$ cat config.mk
export PLATFORM = sky130hd
export DESIGN_NAME = dvbc_interleaver_ctrl
export DESIGN_NICKNAME = d
export VERILOG_FILES = /design/src/rtl/dvbc_pkg.sv /design/src/rtl/dvbc_intlv_ptr_bank.sv /design/src/rtl/dvbc_interleaver_ctrl.sv
export SDC_FILE = /design/constraint.sdc
export NUM_CORES = 1
export LEC_CHECK = 0
export ABC_AREA = 0
export BUFFER_PORTS_ARGS = -buffer_cell sky130_fd_sc_hd__buf_2
export CAP_MARGIN = 40
export CORE_ASPECT_RATIO = 1.75
export CORE_UTILIZATION = 50
export DETAILED_ROUTE_END_ITERATION = 6
export GPL_TIMING_DRIVEN = 0
export HOLD_SLACK_MARGIN = 0.02
export PLACE_DENSITY = 0.76
export RECOVER_POWER = 100
export SETUP_SLACK_MARGIN = 0.3
export SYNTH_ARGS = -nofsm -noshare
export SYNTH_HDL_FRONTEND = slang
export SYNTH_SLANG_ARGS = --single-unit
$ cat constraint.sdc
create_clock -name clk_i -period 8.39 [get_ports clk_i]
set_input_delay 0.839 -clock clk_i [delete_from_list [all_inputs] [get_ports clk_i]]
set_output_delay 0.839 -clock clk_i [all_outputs]
set_load 0.1 [all_outputs]
$ cat src/rtl/dvbc_pkg.sv
// Shared constants, FSM encoding and branch base-address helper for the
// DVB-C convolutional interleaver (I=12, M=17).
package dvbc_pkg;

  localparam int unsigned DVBC_I       = 12;
  localparam int unsigned DVBC_M       = 17;
  localparam int unsigned DVBC_PKT_LEN = 204;
  localparam int unsigned DVBC_CELLS   = DVBC_M * DVBC_I * (DVBC_I - 1) / 2;

  localparam logic [7:0] DVBC_SYNC     = 8'h47;
  localparam logic [7:0] DVBC_SYNC_INV = 8'hB8;

  localparam logic [1:0] ST_INIT  = 2'd0;
  localparam logic [1:0] ST_ALIGN = 2'd1;
  localparam logic [1:0] ST_RUN   = 2'd2;

  typedef enum logic [1:0] {
    S_INIT  = ST_INIT,
    S_ALIGN = ST_ALIGN,
    S_RUN   = ST_RUN
  } state_t;

  // First RAM cell of branch j: branches 1..j-1 hold M*(1+..+(j-1)) cells before it.
  function automatic int unsigned dvbc_intlv_base(input int unsigned j);
    return (j == 0) ? 0 : DVBC_M * j * (j - 1) / 2;
  endfunction

endpackage

$ cat src/rtl/dvbc_intlv_ptr_bank.sv
// Per-branch circular FIFO pointers for branches 1..I-1; branch j wraps at j*M-1.
module dvbc_intlv_ptr_bank #(
  parameter int unsigned BRANCHES = 12,
  parameter int unsigned DEPTH_M  = 17,
  parameter int unsigned BR_W     = 4,
  parameter int unsigned PTR_W    = 8
) (
  input  logic             clk,
  input  logic             clear,
  input  logic [BR_W-1:0]  branch,
  input  logic             advance,
  output logic [PTR_W-1:0] ptr
);

  logic [PTR_W-1:0] ptr_q [1:BRANCHES-1];

  always_ff @(posedge clk) begin
    if (clear) begin
      for (int j = 1; j < BRANCHES; j++) ptr_q[j] <= '0;
    end else if (advance) begin
      for (int j = 1; j < BRANCHES; j++) begin
        if (branch == BR_W'(j))
          ptr_q[j] <= (ptr_q[j] == PTR_W'(j * DEPTH_M - 1)) ? '0 : ptr_q[j] + PTR_W'(1);
      end
    end
  end

  // Branch 0 has no FIFO; it reads as pointer 0.
  always_comb begin
    ptr = '0;
    for (int j = 1; j < BRANCHES; j++) begin
      if (branch == BR_W'(j)) ptr = ptr_q[j];
    end
  end

endmodule

$ cat src/rtl/dvbc_interleaver_ctrl.sv
// DVB-C convolutional interleaver scheduler: clears the shared branch RAM,
// aligns on packet sync, then steers bytes round-robin over the 12 branches.
module dvbc_interleaver_ctrl
  import dvbc_pkg::*;
#(
  parameter int unsigned BRANCHES = DVBC_I,
  parameter int unsigned DEPTH_M  = DVBC_M,
  parameter int unsigned PKT_LEN  = DVBC_PKT_LEN,
  parameter int unsigned ADDR_W   = 11,
  parameter int unsigned DATA_W   = 8
) (
  input  logic              clk_i,
  input  logic              rst_i,
  input  logic [DATA_W-1:0] data_i,
  input  logic              valid_i,
  input  logic              sync_i,
  output logic              ready_o,
  output logic [ADDR_W-1:0] ram_addr_o,
  output logic              ram_we_o,
  output logic [DATA_W-1:0] ram_wdata_o,
  input  logic [DATA_W-1:0] ram_rdata_i,
  output logic [DATA_W-1:0] data_o,
  output logic              valid_o,
  output logic              sync_o,
  output logic              sync_err_o
);

  localparam int unsigned BR_W  = $clog2(BRANCHES);
  localparam int unsigned CNT_W = $clog2(PKT_LEN);
  localparam int unsigned PTR_W = $clog2(DEPTH_M * (BRANCHES - 1));
  localparam int unsigned CELLS = DEPTH_M * BRANCHES * (BRANCHES - 1) / 2;

  state_t            state;
  logic [ADDR_W-1:0] clr_addr, addr_q, acc_addr;
  logic [BR_W-1:0]   branch, cur_br;
  logic [CNT_W-1:0]  byte_cnt, cur_cnt;
  logic [PTR_W-1:0]  ptr;
  logic [DATA_W-1:0] byp_q;
  logic              valid_q, sync_q, err_q, ram_sel_q;
  logic              accept, proc, sync_err, restart, ram_acc;

  // A misplaced sync (or the first sync in ALIGN) restarts the byte at branch 0 / byte 0.
  always_comb begin
    accept   = valid_i & (state != S_INIT) & ~rst_i;
    proc     = accept & ((state == S_RUN) | sync_i);
    sync_err = accept & (state == S_RUN) & sync_i & (byte_cnt != '0);
    restart  = (state == S_ALIGN) | sync_err;
    cur_br   = restart ? '0 : branch;
    cur_cnt  = restart ? '0 : byte_cnt;
    ram_acc  = proc & (cur_br != '0);
    acc_addr = ADDR_W'(dvbc_intlv_base(32'(cur_br))) + ADDR_W'(ptr);
  end

  dvbc_intlv_ptr_bank #(
    .BRANCHES (BRANCHES),
    .DEPTH_M  (DEPTH_M),
    .BR_W     (BR_W),
    .PTR_W    (PTR_W)
  ) u_ptr_bank (
    .clk     (clk_i),
    .clear   (rst_i),
    .branch  (cur_br),
    .advance (ram_acc),
    .ptr     (ptr)
  );

  // RAM strobes must coincide with the accepted byte; the read returns next cycle.
  always_comb begin
    ready_o     = (state != S_INIT) & ~rst_i;
    ram_we_o    = ~rst_i & ((state == S_INIT) | ram_acc);
    ram_wdata_o = (state == S_INIT) ? '0 : data_i;
    ram_addr_o  = (state == S_INIT) ? clr_addr : (ram_acc ? acc_addr : addr_q);
    data_o      = ram_sel_q ? ram_rdata_i : byp_q;
    valid_o     = valid_q;
    sync_o      = sync_q;
    sync_err_o  = err_q;
  end

  always_ff @(posedge clk_i) begin
    if (rst_i) begin
      state     <= S_INIT;
      clr_addr  <= '0;
      branch    <= '0;
      byte_cnt  <= '0;
      addr_q    <= '0;
      byp_q     <= '0;
      valid_q   <= 1'b0;
      sync_q    <= 1'b0;
      err_q     <= 1'b0;
      ram_sel_q <= 1'b0;
    end else begin
      addr_q    <= ram_addr_o;
      valid_q   <= proc;
      sync_q    <= proc & (cur_cnt == '0);
      err_q     <= sync_err;
      ram_sel_q <= ram_acc;
      if (proc && (cur_br == '0)) byp_q <= data_i;
      if (proc) begin
        branch   <= (cur_br == BR_W'(BRANCHES - 1)) ? '0 : cur_br + BR_W'(1);
        byte_cnt <= (cur_cnt == CNT_W'(PKT_LEN - 1)) ? '0 : cur_cnt + CNT_W'(1);
      end
      case (state)
        S_INIT: begin
          clr_addr <= clr_addr + ADDR_W'(1);
          if (clr_addr == ADDR_W'(CELLS - 1)) state <= S_ALIGN;
        end
        S_ALIGN: if (proc) state <= S_RUN;
        default: ;
      endcase
    end
  end

endmodule

==> metrics.csv <==
metric;value;unit
RSZ-0062 raised after global routing;false;
CP Class;primary input to output port;
later-pin clock latency in the skew report;0.43;ns
Main synth FF type;edfxtp_1;
met3 usage;0.0446;
Slew Viols, Final;0;
crit path DAT;7.21;ns
Synth Area in Compound Gates;0.128;
most frequent cells in the layout;nor2_1 (162), edfxtp_1 (88), inv_1 (76);
drt total wl;24.8;mm
met1 Track Usage GR;0.252;
# setup viols final;0;
Most Crowded Layer GR;met2;
fillers;1614;
mux cell area share after synthesis;0.0127;
Critical Path Start;rst_i;
Initial Util;0.510;
CTS clk-pin slew, worst paths;0.06;ns
simple logic cell fraction of the synthesized area;0.230;
Synthesized Nets;1157;
WL/cell;17.8;um
unique cell type count in the Yosys netlist;74;
DRT Pass-1 Iters;5;
CP max-delay cell;fa_1;
Tmin final;8.04;ns
final hold viol count;0;
IO Port Bufs;51;
FP Rows;66;
diodes inserted;0;
antenna-violating nets left;0;
post-synthesis xor/xnor area fraction;0.0840;
total of flip-flops plus latches after synthesis;136;
Crit Reg-Reg Startpoint;byte_cnt[5];
# DRC;0;
nets;1237;
Placer Congestion;0.866;
sequential share of power;0.482;
clk root buf;clkbuf_16;
# Max-Cap Violations;0;
share of the synthesized area in the top cell type;0.279;
largest net degree at the start of global routing;17;
Static Leak;4.34;nW
Worst Setup Start Kind;primary input;
Core ar.;0.0186;sq mm
register area share after synthesis;0.380;
HP Class;flop to flop;
most common cell after layout, fill and taps aside;nor2_1;
Worst EP required;7.55;ns
CTS max path bufs;2;
Via density;5.87;
combinational share of power;0.043;
CTS tree;done;
DIE WIDTH;106;um
Clock power frac;0.476;
P_int;0.00116;W
Clock Skew;0.00892;ns
switch share;0.254;
Slew HR;0.216;
Die Y;184;um
fin cells;1392;
Post-Syn Area;0.00948;sq mm
global-route usage over all layers;0.265;
Slew @ Worst Pin;1.18;ns
switching power;0.000396;W
Sink Count;136;
Setup TNS Final;0;ns
Synth area leaders;edfxtp_1 (28%), dfxtp_1 (10%), ha_1 (7.8%);
Max rail drop VDD;0.143;mV
Synth Warn #;0;
Placed Cells;1351;
layout cells sized above 1;0.113;
vias in the first global route;8368;
Initial DRC Count;516;
total grt overflow;0;
Adder-Cell Fraction of Synth Area;0.114;
fraction of registers with async set/reset;0;
initial antenna violation count;0;
Post-synth EDFFs;88;
Tcrit/Tclk final;0.959;
Area Overhead vs Synth;14.2;%
met2 Track Usage GR;0.498;
global-route wire length before repair;40.2;mm
achievable frequency;124;MHz
max incr delay on CP;0.58;ns
hold path startpoint;byp_q[5];
Inserted Clock Buffers;17;
DPL Wire Length;18.8;mm
PD cells;144;mW/mm^2
status;completed;
CP Capture Type;output port;
largest area contributor in the netlist;edfxtp_1;
Die ar.;0.0195;sq mm
Mapped Cells;1061;
H-tree depth reported by CTS;4;
worst-path maximum fanout;10;
IO Pins;52;
main combinational cell family by area after synthesis;simple AND/OR/NAND/NOR gates;
via count;8171;
Mean Syn Cell Area;8.93;sq um
-- state kept, by name, summed over array words and instances, names as in the netlist --
| register | count |
|---|---|
| valid_o | 1 |
| state | 2 |
| sync_err_o | 1 |
| u_ptr_bank.ptr_q | 88 |
| byte_cnt | 8 |
| clr_addr | 11 |
| ram_sel_q | 1 |
| byp_q | 8 |
| addr_q | 11 |
| sync_o | 1 |
| branch | 4 |
-- cells by family after synthesis --
family	Yosys count
compound gates	184
xor+xnor	90
fa+ha+maj	76
buf+inv	121
flops	136
mux	11
simple gates	443
-- cell type report --
| cell class | instances | area, sq um | area share |
|---|---|---|---|
| multi-input combinational | 804 | 5500 | 0.508 |
| sequential | 136 | 3600 | 0.333 |
| clock buffer | 17 | 425 | 0.0393 |
| timing repair buffer | 61 | 343 | 0.0317 |
| tap | 238 | 298 | 0.0275 |
| inverter | 78 | 293 | 0.0271 |
| buffer | 43 | 211 | 0.0195 |
| clock inverter | 15 | 145 | 0.0134 |
-- cells in the mapped netlist, types with 6 or more instances --
cell type / n
nor2_1: 165
edfxtp_1: 88
inv_1: 76
nand3_1: 74
nand2_1: 69
ha_1: 59
a21oi_1: 57
xor2_1: 52
dfxtp_1: 48
o21ai_0: 37
xnor2_1: 37
and3_1: 30
clkbuf_1: 27
a21o_1: 18
nor2b_1: 18
fa_1: 17
and2_1: 14
a221o_1: 13
nand4_1: 12
a31oi_1: 10
nor3_1: 9
o22ai_1: 9
or3_1: 9
a221oi_1: 8
mux2_2: 8
nor3b_1: 7
a211oi_1: 6
-- what timing repair did --
item | 4_1_cts | 5_1_grt
endpoints found under the setup margin | 4 | 6
gates resized for setup | 12 | 24
buffers inserted | 1 | 8
pin swaps | 2 | 19
gates cloned | 0 | 0
hold buffers | 0 | 0
-- power groups by stage --
stage	combinational, W	clock, W	sequential (W)
5_1_grt	0.0000723	0.000772	0.000754
6_report	0.0000667	0.000742	0.000751
3_3_place_gp	0.0000649	0	0.000765
2_1_floorplan	0.0000483	0	0.000757
4_1_cts	0.0000670	0.000743	0.000751
3_5_place_dp	0.0000661	0	0.000765
-- path summary, 6_finish.rpt --
path / endpoint / slack [ns] / cells past startpoint
setup / recovery: ram_addr_o[10] / 0.35 / 30
hold / removal: byp_q[5] / 0.45 / 2
setup reg to reg: addr_q[10] / 1.62 / 29
hold reg to reg: byp_q[5] / 0.45 / 2
-- layer usage --
metal  up-vias  wire, um
li1       3883         -
met1      3874      8630
met2       298     13100
met3       116      1110
met4         0      1910
met5         -         0
-- stage by stage --
step,cell area [sq um],hold slack (ns),setup slack (ns),util,power [W]
finish,10800,0.454,0.346,0.582,0.00156
CTS,10700,0.455,0.253,0.578,0.00156
floorplan,9550,0.434,0.256,-,0.000806
detailed placement,10100,0.446,-0.00441,0.544,0.000832
global route,10800,0.484,0.120,0.582,0.00160
global placement,10100,0.441,0.0874,0.544,0.000830
-- worst max-delay path: cells and delay by family --
| kind | cells | cell delay [ns] |
|---|---|---|
| AO/OA/AOI/OAI | 5 | 1.23 |
| XOR/XNOR | 2 | 0.21 |
| adder cells (fa/ha/maj) | 6 | 2.48 |
| buffers and inverters | 6 | 0.75 |
| AND/OR/NAND/NOR | 11 | 1.67 |
Power figures use the tool's default switching activity.
